File: src/rtl/pcnt_pkg.sv
// pcnt_pkg: shared definitions for the pcnt input-conditioning stage.
//   - pcnt_mode_e : decoder operating mode encoding (matches cfg_mode_i)
//   - default synchroniser depth and glitch-filter counter width
//   - quad_pos    : maps a {B,A} sample onto its position in the forward
//                   quadrature cycle 00->01->11->10
package pcnt_pkg;

  typedef enum logic [1:0] {
    PCNT_MODE_DISABLED = 2'd0,
    PCNT_MODE_PULSE    = 2'd1,
    PCNT_MODE_QUAD_X1  = 2'd2,
    PCNT_MODE_QUAD_X4  = 2'd3
  } pcnt_mode_e;

  localparam int PCNT_SYNC_STAGES_DEF = 2;
  localparam int PCNT_FILT_W_DEF      = 4;

  // Position in the forward cycle: 00->0, 01->1, 11->2, 10->3.
  // A step of +1 (mod 4) is "up", -1 is "down".
  function automatic logic [1:0] quad_pos(input logic [1:0] ba);
    return {ba[1], ba[1] ^ ba[0]};
  endfunction

endpackage

File: src/rtl/pcnt_glitch_filter.sv
// pcnt_glitch_filter: one pin channel's synchroniser plus threshold filter.
//   clk, rst : clock, asynchronous active-high reset
//   pin      : raw asynchronous pin
//   thr      : differing samples required beyond the first before a level is accepted
//   bypass   : when high the synchronised level is copied straight to filt
//   filt     : filtered, synchronous level
module pcnt_glitch_filter #(
  parameter int SYNC_STAGES = 2,
  parameter int FILT_W      = 4
) (
  input  logic              clk,
  input  logic              rst,
  input  logic              pin,
  input  logic [FILT_W-1:0] thr,
  input  logic              bypass,
  output logic              filt
);

  logic [SYNC_STAGES-1:0] sync;
  logic [FILT_W-1:0]      cnt;
  logic                   s;

  assign s = sync[SYNC_STAGES-1];

  always_ff @(posedge clk or posedge rst) begin
    if (rst) begin
      sync <= '0;
    end else begin
      sync <= {sync[SYNC_STAGES-2:0], pin};
    end
  end

  // Equality (not >=) is intentional: if thr is lowered below a live cnt,
  // the counter wraps through 2^FILT_W and the level is accepted on the match.
  always_ff @(posedge clk or posedge rst) begin
    if (rst) begin
      filt <= 1'b0;
      cnt  <= '0;
    end else if (bypass) begin
      filt <= s;
      cnt  <= '0;
    end else if (s == filt) begin
      cnt  <= '0;
    end else if (cnt == thr) begin
      filt <= s;
      cnt  <= '0;
    end else begin
      cnt  <= cnt + 1'b1;
    end
  end

endmodule

File: src/rtl/pcnt_quad_decoder.sv
// pcnt_quad_decoder: conditions raw A/B pins and decodes them into count
// strobes for the pcnt counter tile.
//   pcnt_clk_i, pcnt_rst_i  : clock, asynchronous active-high reset
//   pcnt_ch_a_i, pcnt_ch_b_i: raw pin channels
//   cfg_mode_i              : DISABLED / PULSE / QUAD_X1 / QUAD_X4
//   cfg_filt_thr_i          : glitch-filter threshold (0 = minimum filtering)
//   pcnt_event_o            : 1-cycle count strobe
//   pcnt_up_down_o          : count direction (1 = up), held between events
//   pcnt_err_o              : 1-cycle pulse on a two-bit quadrature jump
// There are no handshakes: every output is a registered level/strobe that the
// counter samples on each clock.
module pcnt_quad_decoder
  import pcnt_pkg::*;
#(
  parameter int SYNC_STAGES = PCNT_SYNC_STAGES_DEF,
  parameter int FILT_W      = PCNT_FILT_W_DEF
) (
  input  logic              pcnt_clk_i,
  input  logic              pcnt_rst_i,
  input  logic              pcnt_ch_a_i,
  input  logic              pcnt_ch_b_i,
  input  logic [1:0]        cfg_mode_i,
  input  logic [FILT_W-1:0] cfg_filt_thr_i,
  output logic              pcnt_event_o,
  output logic              pcnt_up_down_o,
  output logic              pcnt_err_o
);

  // Filter bypass covers the synchroniser fill plus the cycle that loads
  // filt; decode stays quiet one cycle longer so prev catches up with filt
  // before any comparison counts.
  localparam int WARM_BYP = SYNC_STAGES + 1;
  localparam int WARM_END = SYNC_STAGES + 2;
  localparam int WARM_W   = $clog2(WARM_END + 1);

  logic [WARM_W-1:0] warm_cnt;
  logic              bypass;
  logic              quiet;
  logic              filt_a;
  logic              filt_b;
  logic [1:0]        cur;
  logic [1:0]        prev;
  logic [1:0]        diff;
  logic [1:0]        step;
  pcnt_mode_e        mode;

  logic              event_d;
  logic              up_down_d;
  logic              err_d;

  assign bypass = (warm_cnt < WARM_W'(WARM_BYP));
  assign quiet  = (warm_cnt != WARM_W'(WARM_END));

  always_ff @(posedge pcnt_clk_i or posedge pcnt_rst_i) begin
    if (pcnt_rst_i) begin
      warm_cnt <= '0;
    end else if (quiet) begin
      warm_cnt <= warm_cnt + 1'b1;
    end
  end

  pcnt_glitch_filter #(.SYNC_STAGES(SYNC_STAGES), .FILT_W(FILT_W)) u_filt_a (
    .clk    (pcnt_clk_i),
    .rst    (pcnt_rst_i),
    .pin    (pcnt_ch_a_i),
    .thr    (cfg_filt_thr_i),
    .bypass (bypass),
    .filt   (filt_a)
  );

  pcnt_glitch_filter #(.SYNC_STAGES(SYNC_STAGES), .FILT_W(FILT_W)) u_filt_b (
    .clk    (pcnt_clk_i),
    .rst    (pcnt_rst_i),
    .pin    (pcnt_ch_b_i),
    .thr    (cfg_filt_thr_i),
    .bypass (bypass),
    .filt   (filt_b)
  );

  assign cur  = {filt_b, filt_a};
  assign diff = cur ^ prev;
  assign step = quad_pos(cur) - quad_pos(prev);
  assign mode = pcnt_mode_e'(cfg_mode_i);

  // prev tracks filt in every mode, so a mode switch never sees a stale edge.
  always_ff @(posedge pcnt_clk_i or posedge pcnt_rst_i) begin
    if (pcnt_rst_i) begin
      prev <= 2'b00;
    end else begin
      prev <= cur;
    end
  end

  always_comb begin
    event_d   = 1'b0;
    err_d     = 1'b0;
    up_down_d = pcnt_up_down_o;
    if (!quiet) begin
      unique case (mode)
        PCNT_MODE_PULSE: begin
          if (filt_a && !prev[0]) begin
            event_d   = 1'b1;
            up_down_d = filt_b;
          end
        end
        PCNT_MODE_QUAD_X1: begin
          if (filt_a && !prev[0]) begin
            event_d   = 1'b1;
            up_down_d = ~filt_b;
          end
        end
        PCNT_MODE_QUAD_X4: begin
          if (diff == 2'b11) begin
            err_d = 1'b1;
          end else if (diff != 2'b00) begin
            event_d   = 1'b1;
            up_down_d = (step == 2'd1);
          end
        end
        default: begin
        end
      endcase
    end
  end

  always_ff @(posedge pcnt_clk_i or posedge pcnt_rst_i) begin
    if (pcnt_rst_i) begin
      pcnt_event_o   <= 1'b0;
      pcnt_up_down_o <= 1'b1;
      pcnt_err_o     <= 1'b0;
    end else begin
      pcnt_event_o   <= event_d;
      pcnt_up_down_o <= up_down_d;
      pcnt_err_o     <= err_d;
    end
  end

endmodule

File: config.mk
export PLATFORM = sky130hd
export DESIGN_NAME = pcnt_quad_decoder
export DESIGN_NICKNAME = d
export VERILOG_FILES = /design/src/rtl/pcnt_pkg.sv /design/src/rtl/pcnt_glitch_filter.sv /design/src/rtl/pcnt_quad_decoder.sv
export SDC_FILE = /design/constraint.sdc
export NUM_CORES = 1
export LEC_CHECK = 0
export ABC_AREA = 1
export ABC_CLOCK_PERIOD_IN_PS = 3800
export BUFFER_PORTS_ARGS = -buffer_cell sky130_fd_sc_hd__buf_2
export CORE_MARGIN = 2
export CORE_UTILIZATION = 28
export DETAILED_ROUTE_END_ITERATION = 16
export PLACE_DENSITY_LB_ADDON = 0.15
export SLEW_MARGIN = 5
export SYNTH_ARGS = -nofsm -noshare
export SYNTH_HDL_FRONTEND = slang
export SYNTH_SLANG_ARGS = --single-unit
File: constraint.sdc
create_clock -name pcnt_clk_i -period 3.8 [get_ports pcnt_clk_i]
set_input_delay 0.38 -clock pcnt_clk_i [delete_from_list [all_inputs] [get_ports pcnt_clk_i]]
set_output_delay 0.38 -clock pcnt_clk_i [all_outputs]
set_load 0.02 [all_outputs]
# --- After elaboration in Yosys (flattened, before gate mapping) ---
# Cells that the tools add are included.
classes:
  addsub: 4
  order_cmp: 1
  eq_ne: 16
  muxes: 25
  bitwise_logic: 5
  n_reduce_logical: 10
ops:
  columns: ["op", "n"]
  rows:
  - ["two-way mux 4 bit", 6]
  - ["two-way mux 1 bit", 17]
  - ["inequality test 2 bit (second input constant)", 6]
  - ["adder 4 x 1 -> 4 bit (second input constant)", 2]
  - ["== test 4 bit", 2]
  - ["== test 2 bit (second input constant)", 3]
  - ["AND reduction 6 bit", 1]
  - ["nonzero test 2 bit", 3]
  - ["== test 2 x 1 -> 1 bit (second input constant)", 2]
  - ["AND reduction 2 bit", 2]
  - ["adder 3 x 1 -> 3 bit (second input constant)", 1]
  - ["less-than comparator 3 x 2 -> 1 bit (second input constant)", 1]
  - ["inequality test 3 bit (second input constant)", 1]
  - ["case mux 1 bit (3 select lines)", 1]
  - ["nonzero test 3 bit", 1]
  - ["== test 1 bit", 2]
  - ["NOT 1 bit", 2]
  - ["case mux 1 bit (2 select lines)", 1]
  - ["OR reduction 2 bit", 1]
  - ["subtractor 2 bit", 1]
  - ["XOR 1 bit", 2]
  - ["XOR 2 bit", 1]
  - ["logical AND 1 bit", 1]
  - ["zero test 1 bit", 1]
word_totals:
  reg_bits: 22
  in_bits: 10
  output_inout_bits: 3
  wordCells: 72

# --- Depth between registers and ports, before layout ---
# Gate-level depths: netlist of the first run.
depth:
  ltp_word: 6
  ltp_mapped: 9
  depth_no_buf: 9

# --- Cells and area by module ---
# From an unflattened synthesis of the first run, not the netlist that was laid out.
hier_totals:
  cells_unflattened: 164
  hier_area_um2: 1312.5
by_module_without_submodules:
  columns: ["mod", "instances", "cells_per_inst", "area_per_inst_um2", "seq_area_each_um2"]
  rows:
  - ["pcnt_glitch_filter", 2, 50, 376.6, 175.2]
  - ["pcnt_quad_decoder", 1, 64, 559.3, 201.4]

# --- Least setup slack after synthesis of the first run ---
# No wires, ideal clock.
synth_path:
  path_kind: "reg-to-reg"
  start: "register u_filt_b.filt"
  end: "register pcnt_up_down_o"
  setup_time_ns: 0.073
  arrival_ns: 1.430
  required_ns: 3.727
  slack_ns: 2.297
  path_stages_with_launch: 10
  n_path_buf: 1
  synth_period_minus_slack_ns: 1.503
  cell_sequence: "dfrtp_1 -> buf_6 -> or2_1 -> nand2_1 -> inv_1 -> ha_1 -> o21ai_0 -> nand3_1 -> nand2_1 -> a21boi_1"
synth_between:
  elab_chain_len: 6
  word_cells_on_any_way: 15
  cone_classes: "add/sub: 1; eq/ne: 4; mux: 5; bitwise: 3; reduce/logical: 2"
synth_lines:
  columns: ["item", "line", "source"]
  rows:
  - ["start, declared", "pcnt_glitch_filter.sv:16", "output logic filt"]
  - ["start signal, assigned", "pcnt_glitch_filter.sv:40", "filt <= s;"]
  - ["start signal, assigned", "pcnt_glitch_filter.sv:45", "filt <= s;"]
  - ["XOR 1 bit", "pcnt_pkg.sv:21", "return {ba[1], ba[1] ^ ba[0]};"]
  - ["subtractor 2 bit", "pcnt_quad_decoder.sv:82", "assign step = quad_pos(cur) - quad_pos(prev);"]
  - ["== test 2 x 1 -> 1 bit", "pcnt_quad_decoder.sv:117", "up_down_d = (step == 2'd1);"]
  - ["two-way mux 1 bit", "pcnt_quad_decoder.sv:115", "end else if (diff != 2'b00) begin"]
  - ["two-way mux 1 bit", "pcnt_quad_decoder.sv:113", "if (diff == 2'b11) begin"]
  - ["case mux 1 bit (3 select lines)", "pcnt_quad_decoder.sv:99", "unique case (mode)"]
  - ["end signal, assigned", "pcnt_quad_decoder.sv:133", "pcnt_up_down_o <= up_down_d;"]
  - ["end, declared", "pcnt_quad_decoder.sv:25", "output logic pcnt_up_down_o,"]
# Several ways; a longest one is shown, not always the timed one. The select of a mux whose other input is x is not followed.
# A chain may end at the register's enable or synchronous reset.

# --- Worst setup path in the final report of the first run ---
# Ends and elaborated chain as after synthesis.

==> impl_metrics.env, run 1 <==
export IMPL_r2r_start="u_filt_b.filt"
export IMPL_relSlewSlack_pct=45.27
export IMPL_num_rows=24
export IMPL_core_area_sq_mm=0.004294
export IMPL_io_buffers=12
export IMPL_worst_slew_pin_slew_ns=0.8201
export IMPL_fin_crit_sh_pct=41.69
export IMPL_grt_pass1_vias=976
export IMPL_rsz0062_at_grt="no"
export IMPL_period_needed_ns=1.584
export IMPL_slowest_delay_ns=0.47
export IMPL_dr_pass1_iters=4
export IMPL_power_density_mw_per_mm2=597.6
export IMPL_p_int_uw=534.0
export IMPL_grt_use_total_pct=9.591
export IMPL_dp_hpwl_um=1567
export IMPL_hold_viol_final=0
export IMPL_whs_ns=0.2238
export IMPL_cts_setup_buffers=0
export IMPL_die_y_um=70.51
export IMPL_antenna_cells=0
export IMPL_nets=181
export IMPL_crit_required_ns=3.99
export IMPL_antenna_found_initial=0
export IMPL_fin_tns_setup_ns=0
export IMPL_timing_fmax_mhz=631.2
export IMPL_postSynthCellCount=143
export IMPL_final_max_slew_viol_count=0
export IMPL_cts_made_buffers=3
export IMPL_cts_resized_gates=0
export IMPL_power_share_switching_pct=36.52
export IMPL_synthesis_nets=165
export IMPL_cp_data_arrival_time_ns=1.77
export IMPL_vdd_drop_max_mv=0.2962
export IMPL_grt_pass1_wl_um=3877
export IMPL_fp_dieArea_sq_mm=0.004972
export IMPL_worst_path_max_fanout=8
export IMPL_post_cts_hold_buffer_count=0
export IMPL_crit_chain="or2_1 -> nand2_1 -> inv_1 -> ha_1 -> o21ai_0 -> nand3_1 -> nand2_1 -> a21boi_1"
export IMPL_drc=0
export IMPL_wirelength_um=1982
export IMPL_slowest_stage="dfrtp_1"
export IMPL_ys_seq_area_share_pct=44.55
export IMPL_fin_util_pct=32.78
export IMPL_htreeDepth=1
export IMPL_synth_distinct_cells=21
export IMPL_hold_path_endpoint="u_filt_b.sync[0]"
export IMPL_clkLatencyLatePin_ns=0.25
export IMPL_status="complete, no violations"
export IMPL_die_x_um=70.51
export IMPL_hp_start="pcnt_ch_b_i"
export IMPL_clockBufferDepth=2
export IMPL_drv_cap=0
export IMPL_ant_nets=0
export IMPL_power_frac_comb_pct=38.2
export IMPL_viasPerCell=4.157
export IMPL_fin_skew_ns=0.001906
export IMPL_power_frac_clock_pct=19.5
export IMPL_rrSetupSlack_ns=2.22
export IMPL_routedWlPerCell_um=9.438
export IMPL_cts_sinks=22
export IMPL_end_kind="flip-flop"
export IMPL_startpoint_type="flip-flop"
export IMPL_path_delay_family="simple AND/OR/NAND/NOR gates"
export IMPL_crit_top_cell="nand2_1"
export IMPL_syn_cell_area_sq_mm=0.001239
export IMPL_top_level_ports=13
export IMPL_grt_ovfl_total=0
export IMPL_whs_path_depth=1
export IMPL_critical_path_class="flip-flop to flip-flop"
export IMPL_clkTransAtPathRegs_ns=0.08
export IMPL_gp_congestion=0.7891
export IMPL_synth_seq_cells=22
export IMPL_postSynthAreaPerCell_sq_um=8.662
export IMPL_root_buffer="clkbuf_8"
export IMPL_crit_start="u_filt_b.filt"
export IMPL_power_switching_uw=307.2
export IMPL_reg2reg_to="pcnt_up_down_o"
export IMPL_drtIter0Drc=17
export IMPL_ys_async_sr_fraction_pct=100.0
export IMPL_path_buf_inv=1
export IMPL_p_leak_uw=0.0007690
export IMPL_drive_gt1_share_pct=13.29
export IMPL_seqPwrFrac_pct=42.3
export IMPL_setup_viol=0
export IMPL_grt_max_degree=23
export IMPL_synth_yosys_warnings=0
export IMPL_ys_flop_type="dfrtp_1"
export IMPL_hold_path_class="primary input to flip-flop"
export IMPL_num_vias=873
export IMPL_cts_tree="built"
export IMPL_initial_core_util_pct=28.85
export IMPL_synth_edf_count=0
export IMPL_reg2reg_depth=8
export IMPL_area_delta_synth_final_pct=13.64
## cells in the mapped netlist (all sizes together) (2+ instances only)
library cell / count / area, sq um
nand3: 7 / 35.03
dfrtp: 21 / 525.5
o21ai: 2 / 10.01
nand2: 37 / 143.9
xor2: 7 / 61.31
o21bai: 2 / 26.28
a21oi: 2 / 10.01
nor3: 4 / 20.02
nor2: 12 / 47.55
ha: 12 / 150.1
xnor2: 5 / 43.79
inv: 26 / 97.59
## routing by layer
metal | part of all wire [%] | track usage [%]
met1 | 49 | 11.60
met2 | 47 | 16.35
met3 | 3.1 | 1.732
met4 | 1.2 | 4.701
met5 | 0 | 0
## through the flow
stage | instances | power [uW] | setup slack, ns | instance area [sq um]
global route | 210 | 944.0 | 2.003 | 1408
detailed placement | 206 | 682.1 | 2.215 | 1353
CTS | 210 | 853.8 | 2.190 | 1408
finish | 210 | 841.2 | 2.216 | 1408
global placement | 206 | 681.7 | 2.239 | 1353
floorplan | 143 | 616.2 | 2.297 | 1239
## kinds of logic after synthesis
| family | synth area share [%] |
|---|---|
| buffers and inverters | 8.788 |
| AOI/OAI and AO/OA | 5.051 |
| xor gates and xnor gates | 8.485 |
| and+or+nand+nor | 21.01 |
| DFF | 44.55 |
| adders and majority gates | 12.12 |
## power by group through the flow
stage,sequential [uW],clock (uW),combinational [uW]
after global routing,369,181,394
final,356,164,321
after floorplan,358,0,258
after CTS,357,172,324
after global placement,361,0,321
after detailed placement,361,0,321
## how the worst max path moves through the flow
stage                                 to  slack [ns]  depth (start not counted)
after global placement    pcnt_up_down_o        2.24                          8
after CTS                 pcnt_up_down_o        2.19                          8
after floorplan           pcnt_up_down_o        2.30                          9
after detailed placement  pcnt_up_down_o        2.21                          8
after global routing      pcnt_up_down_o        2.00                          8
final                     pcnt_up_down_o        2.22                          8
## layout make-up
type,instances,area (sq um)
clock buffer,4,55.05
fill,449,2887
inverter,26,97.59
multi-input combinational,94,578.1
sequential,22,551.8
tap,52,65.06
timing repair buffer,12,60.06
## worst reg2reg max path: cells and delay by family, from the launching register on
kind	cells	cell delay, ns
adders and majority gates	1	0.18
buffers and inverters	1	0.05
DFF	1	0.47
and+or+nand+nor	4	0.53
AOI/OAI and AO/OA	2	0.29
## placed cells by master, fill, tap and decap left out
cell type	count
nand3b_1	1
nor3_1	4
clkbuf_8	4
dfrtp_1	21
inv_1	26
nor2_1	11
o21ai_0	2
nor2_2	1
nand3_1	7
a22o_1	1
xnor2_1	5
dfstp_2	1
o21bai_4	1
a21oi_1	2
xor2_1	7
ha_1	12
buf_2	12
or2_1	1
nand2_1	35
o21bai_1	1
a21boi_1	1
nand2_2	2
## state kept, by name, summed over array words and instances, names as in the netlist
register / flops
u_filt_a.cnt: 4
u_filt_b.cnt: 4
warm_cnt: 3
prev: 2
u_filt_a.sync: 2
u_filt_b.sync: 2
pcnt_err_o: 1
pcnt_event_o: 1
pcnt_up_down_o: 1
u_filt_a.filt: 1
u_filt_b.filt: 1
Power figures use the tool's default switching activity.
==> run 2: changes to the inputs <==
--- a/config.mk
+++ b/config.mk
@@ -6,7 +6,7 @@
 export NUM_CORES = 1
 export LEC_CHECK = 0
 export ABC_AREA = 1
-export ABC_CLOCK_PERIOD_IN_PS = 3800
+export ABC_CLOCK_PERIOD_IN_PS = 1400
 export BUFFER_PORTS_ARGS = -buffer_cell sky130_fd_sc_hd__buf_2
 export CORE_MARGIN = 2
 export CORE_UTILIZATION = 28
==> constraint.sdc (replaced) <==
create_clock -name pcnt_clk_i -period 1.4 [get_ports pcnt_clk_i]
set_input_delay 0.14 -clock pcnt_clk_i [delete_from_list [all_inputs] [get_ports pcnt_clk_i]]
set_output_delay 0.14 -clock pcnt_clk_i [all_outputs]
set_load 0.02 [all_outputs]
==> run 2 against run 1 <==
Utilization grew 3.1 points. Non-clock buffer count rose by 10. Worst setup slack worse by 2.2 ns. Design area increased by 9.6%. Flip-flop and latch count unchanged. Final cell count rose by 4.8%. Critical path type unchanged. Largest power group is now combinational cells.
==> impl_metrics.env, run 2 (synthesis results as in run 1) <==
export IMPL_power_density_mw_per_mm2=1698
export IMPL_fillers=462
export IMPL_die_y_um=70.51
export IMPL_drv_cap=0
export IMPL_final_max_slew_viol_count=0
export IMPL_reg_top3="u_filt_a.cnt (4), u_filt_b.cnt (4), warm_cnt (3)"
export IMPL_antenna_found_initial=0
export IMPL_multi_input_comb_area_sq_um=630.6
export IMPL_initial_core_util_pct=28.85
export IMPL_startpoint_type="flip-flop"
export IMPL_power_frac_clock_pct=17.0
export IMPL_clkLatencyLatePin_ns=0.26
export IMPL_whs_ns=0.3516
export IMPL_cts_made_buffers=3
export IMPL_power_share_switching_pct=36.49
export IMPL_htreeDepth=1
export IMPL_met3_usage_pct=2.309
export IMPL_power_uw=2619
export IMPL_slowest_stage="dfrtp_1"
export IMPL_cp_data_arrival_time_ns=1.59
export IMPL_p_int_uw=1664
export IMPL_p_leak_uw=0.0008228
export IMPL_cts_sinks=22
export IMPL_setup_viol=0
export IMPL_finalNonFillerCells=220
export IMPL_grt_busiest_layer="met2"
export IMPL_grt_use_total_pct=9.594
export IMPL_fin_tns_setup_ns=0
export IMPL_critical_path_class="flip-flop to flip-flop"
export IMPL_r2r_start="u_filt_b.filt"
export IMPL_nets=191
export IMPL_core_area_sq_mm=0.004294
export IMPL_seqCellArea_sq_um=551.8
export IMPL_worst_slew_pin_slew_ns=0.3317
export IMPL_crit_chain="or2_1 -> nand2_2 -> inv_2 -> ha_4 -> o21ai_2 -> nand3_2 -> nand2_1 -> a21boi_2"
export IMPL_use_met2_pct=16.04
export IMPL_dp_cells=213
export IMPL_drive_gt1_share_pct=23.81
export IMPL_path_buf_inv=1
export IMPL_clkTransAtPathRegs_ns=0.07
export IMPL_antenna_cells=0
export IMPL_hold_path_class="flip-flop to flip-flop"
export IMPL_io_buffers=12
export IMPL_root_buffer="clkbuf_8"
export IMPL_layout_common_cells="nand2_1 (34), inv_1 (23), dfrtp_1 (21)"
export IMPL_fin_crit_sh_pct=99.66
export IMPL_fin_skew_ns=0.001206
export IMPL_hold_viol_final=0
export IMPL_grt_pass1_wl_um=3781
export IMPL_slowest_delay_ns=0.39
export IMPL_rsz0062_at_grt="yes"
export IMPL_drc=0
export IMPL_grt_ovfl_total=0
export IMPL_num_vias=911
export IMPL_clockBufferDepth=2
export IMPL_cts_tree="built"
export IMPL_vdd_drop_max_mv=0.7364
export IMPL_power_frac_comb_pct=47.5
export IMPL_wirelength_um=2129
export IMPL_crit_start="u_filt_b.filt"
export IMPL_mostFrequentLayoutCell="nand2_1"
export IMPL_worst_path_max_fanout=3
export IMPL_ant_nets=0
export IMPL_timing_fmax_mhz=716.7
export IMPL_relSlewSlack_pct=77.73
export IMPL_drtIter0Drc=11
export IMPL_period_needed_ns=1.395
export IMPL_power_switching_uw=955.9
export IMPL_crit_required_ns=1.60
export IMPL_dr_pass1_iters=4
export IMPL_num_rows=24
export IMPL_final_cell_area_sq_mm=0.001543
export IMPL_hp_start="u_filt_b.sync[0]"
export IMPL_path_delay_family="simple AND/OR/NAND/NOR gates"
export IMPL_seqPwrFrac_pct=35.5
export IMPL_grt_pass1_vias=900
export IMPL_status="complete, no violations"
export IMPL_top_level_ports=13
export IMPL_grt_max_degree=23
export IMPL_dp_hpwl_um=1633
export IMPL_met1_usage_pct=11.61
export IMPL_die_x_um=70.51
export IMPL_area_delta_synth_final_pct=24.55
export IMPL_routedWlPerCell_um=9.677
export IMPL_placed_area_sq_mm=0.001405
export IMPL_viasPerCell=4.141
export IMPL_end_kind="flip-flop"
export IMPL_gp_congestion=0.7602
export IMPL_fp_dieArea_sq_mm=0.004972
## run 2: cell types whose count changed in the layout (fill, tap and decap cells not counted), sizes merged
cell / delta
buf: +7
dlygate4sd3: +3
## run 2: worst register-to-register path: cells and delay by family, from the launching register on
family | cells | cell delay [ns]
compound gates | 2 | 0.27
flops | 1 | 0.39
fa+ha+maj | 1 | 0.15
buf+inv | 1 | 0.04
simple gates | 4 | 0.49
## run 2: layout make-up
| type | count | area share [%] |
|---|---|---|
| flip-flops and latches | 22 | 35.77 |
| clock buffers | 4 | 3.569 |
| multi-input cells | 94 | 40.88 |
| well taps | 52 | 4.217 |
| inverters | 26 | 6.326 |
| repair buffers | 22 | 9.246 |
## run 2: worst paths after layout
path | endpoint | slack, ns | cells past startpoint
worst min register to register | u_filt_b.sync[1] | 0.35 | 0
worst max register to register | pcnt_up_down_o | 0.005 | 8
min in group asynchronous | u_filt_b.sync[0] | 0.46 | 4
worst min-delay path | u_filt_b.sync[1] | 0.35 | 0
worst max-delay path | pcnt_up_down_o | 0.005 | 8
max in group asynchronous | pcnt_up_down_o | 0.67 | 4
## run 2: timing repair
item,4_1_cts,5_1_grt
gates resized for setup,2,11
pin swaps,2,4
hold endpoints to repair,23,0
gates cloned,0,0
hold buffers,3,0
setup endpoints to repair,2,2
setup buffers,0,0
## run 2: stage by stage
step,util [%],setup WS [ns]
floorplan,-,-0.1008
global route,35.93,-0.08384
finish,35.93,0.004796
detailed placement,32.72,-0.05382
global placement,32.72,-0.02379
CTS,35.08,-0.04654
## run 2: routing by layer
layer / part of all wire [%] / wire length (um) / vias up
met3: 4.4 / 93 / 4
met5: 0 / 0 / -
met1: 47 / 1000 / 408
met2: 47 / 994 / 15
met4: 1.9 / 40 / 0
li1: - / - / 484
## run 2: power by group through the flow
| stage | Combinational (uW) | Clock, uW | Sequential [uW] |
|---|---|---|---|
| 4_1_cts | 1100 | 474 | 933 |
| 3_5_place_dp | 1050 | 0 | 937 |
| 3_3_place_gp | 1040 | 0 | 935 |
| 5_1_grt | 1420 | 495 | 959 |
| 2_1_floorplan | 704 | 0 | 973 |
| 6_report | 1240 | 444 | 930 |
==> run 3: changes to the inputs <==
--- a/config.mk
+++ b/config.mk
@@ -9,7 +9,7 @@
 export ABC_CLOCK_PERIOD_IN_PS = 1400
 export BUFFER_PORTS_ARGS = -buffer_cell sky130_fd_sc_hd__buf_2
 export CORE_MARGIN = 2
-export CORE_UTILIZATION = 28
+export CORE_UTILIZATION = 24
 export DETAILED_ROUTE_END_ITERATION = 16
 export PLACE_DENSITY_LB_ADDON = 0.15
 export SLEW_MARGIN = 5
==> run 3 against run 2 <==
The run now ends with negative setup slack left. Utilization shrank 4.9 points. Critical path type unchanged. Final cell count grew 8.6%. Combinational power is essentially flat. Sequential share of layout area shrank 0.51 points. Die area grew 16%.
==> impl_metrics.env, run 3 (synthesis results as in run 1) <==
export IMPL_seqPwrFrac_pct=35.9
export IMPL_final_max_slew_viol_count=0
export IMPL_power_density_mw_per_mm2=1659
export IMPL_rsz0062_at_grt="yes"
export IMPL_whs_path_depth=0
export IMPL_io_buffers=12
export IMPL_fp_dieArea_sq_mm=0.005752
export IMPL_setup_viol=1
export IMPL_power_share_switching_pct=36.65
export IMPL_power_frac_comb_pct=46.7
export IMPL_fillers=555
export IMPL_whs_ns=0.3565
export IMPL_failed_checks="negative setup slack"
export IMPL_critical_path_class="flip-flop to flip-flop"
export IMPL_wirelength_um=2235
export IMPL_drtIter0Drc=53
export IMPL_cts_tree="built"
export IMPL_cts_setup_buffers=0
export IMPL_antenna_found_initial=0
export IMPL_startpoint_type="flip-flop"
export IMPL_status="complete, but fails checks"
export IMPL_grt_pass1_wl_um=3946
export IMPL_reg2reg_depth=8
export IMPL_mostFrequentLayoutCell="nand2_1"
export IMPL_finalNonFillerCells=239
export IMPL_clkTransAtPathRegs_ns=0.08
export IMPL_crit_required_ns=1.59
export IMPL_grt_pass1_vias=945
export IMPL_placed_area_sq_mm=0.001435
export IMPL_hold_path_class="flip-flop to flip-flop"
export IMPL_dr_pass1_iters=4
export IMPL_cp_data_arrival_time_ns=1.60
export IMPL_p_leak_uw=0.0008187
export IMPL_htreeDepth=1
export IMPL_cts_sinks=22
export IMPL_nets=192
export IMPL_initial_core_util_pct=24.57
export IMPL_timing_fmax_mhz=712.6
export IMPL_worst_slew_pin_slew_ns=0.3238
export IMPL_layout_common_cells="nand2_1 (34), inv_1 (23), dfrtp_1 (21)"
export IMPL_cts_made_buffers=3
export IMPL_vdd_drop_max_mv=0.8276
export IMPL_grt_use_total_pct=8.966
export IMPL_fin_crit_sh_pct=100.2
export IMPL_power_switching_uw=951.5
export IMPL_grt_max_degree=23
export IMPL_fin_skew_ns=0.001531
export IMPL_viasPerCell=3.845
export IMPL_drv_cap=0
export IMPL_antenna_cells=0
export IMPL_clockBufferDepth=2
export IMPL_ant_nets=0
export IMPL_reg_top3="u_filt_a.cnt (4), u_filt_b.cnt (4), warm_cnt (3)"
export IMPL_drc=0
export IMPL_final_cell_area_sq_mm=0.001565
export IMPL_grt_ovfl_total=0
export IMPL_end_kind="flip-flop"
export IMPL_period_needed_ns=1.403
export IMPL_finalWorstSetupSlack_ns=-0.003282
export IMPL_top_level_ports=13
export IMPL_die_y_um=75.84
export IMPL_gp_congestion=0.7476
export IMPL_p_int_uw=1645
export IMPL_dp_hpwl_um=1669
export IMPL_drive_gt1_share_pct=23.67
export IMPL_routedWlPerCell_um=9.351
export IMPL_relSlewSlack_pct=78.26
export IMPL_num_rows=26
export IMPL_core_area_sq_mm=0.005042
export IMPL_worst_path_max_fanout=3
export IMPL_root_buffer="clkbuf_8"
export IMPL_power_frac_clock_pct=17.5
export IMPL_num_vias=919
export IMPL_dp_cells=232
export IMPL_area_delta_synth_final_pct=26.36
export IMPL_die_x_um=75.84
export IMPL_clkLatencyLatePin_ns=0.26
export IMPL_hold_viol_final=0
==> run 3: cell count changes in the layout (fill, tap and decap cells not counted) <==
cell and change:
buf_4 +1, ha_1 -1, ha_2 +1, nor2_1 +1, nor2_2 -1, xnor2_1 +1
xnor2_2 -1
==> run 3: through the flow <==
step                      setup WS, ns  util (%)   TNS (ns)  total power [uW]
final                        -0.003282     31.04  -0.003282              2596
after global routing          -0.08369     31.04    -0.1436              2874
after CTS                     -0.03345     30.27   -0.05044              2489
after detailed placement      -0.06787     28.46    -0.1096              1985
after global placement        -0.02495     28.46   -0.04963              1977
after floorplan                -0.1008         -    -0.1996              1677
==> run 3: power by group through the flow <==
stage,combinational [uW],sequential [uW],clock (uW)
2_1_floorplan,704,973,0
3_3_place_gp,1040,934,0
3_5_place_dp,1050,937,0
4_1_cts,1090,925,478
5_1_grt,1420,956,502
6_report,1210,931,454
==> run 3: final timing paths <==
path                             startpoint               end  slack [ns]
min                        u_filt_a.sync[0]  u_filt_a.sync[1]        0.36
max                           u_filt_b.filt    pcnt_up_down_o      -0.003
min in group asynchronous        pcnt_rst_i  u_filt_b.sync[0]        0.46
max reg2reg                   u_filt_b.filt    pcnt_up_down_o      -0.003
min reg2reg                u_filt_a.sync[0]  u_filt_a.sync[1]        0.36
max in group asynchronous        pcnt_rst_i    pcnt_up_down_o        0.67
==> run 3: repair_timing <==
item,4_1_cts,5_1_grt
pin swaps,3,2
cloned,0,0
resized for setup,2,10
endpoints found under the setup margin,2,2
endpoints found under the hold margin,23,0
hold buffers,3,0
==> run 3: routing by layer <==
layer	track usage, %	part of all wire (%)	up-vias
li1	-	-	484
met1	11.26	46	420
met2	15.23	49	13
met3	1.984	3.5	2
met4	2.924	0.89	0
met5	0	0	-
==> run 3: worst max-delay path: stages (launching register included) <==
cell and delay, ns:
dfrtp_1 0.39, or2_1 0.26, nand2_2 0.08, buf_4 0.11
ha_2 0.17, o21ai_2 0.06, nand3_2 0.08, nand2_1 0.05
a21boi_2 0.14
==> run 3: final cells by class <==
type,count,area (sq um),share of cell area [%]
sequential,22,551.8,35.25
multi-input combinational,94,623.1,39.81
timing repair buffer,23,150.1,9.592
tap,70,87.58,5.596
inverter,26,97.59,6.235
clock buffer,4,55.05,3.517
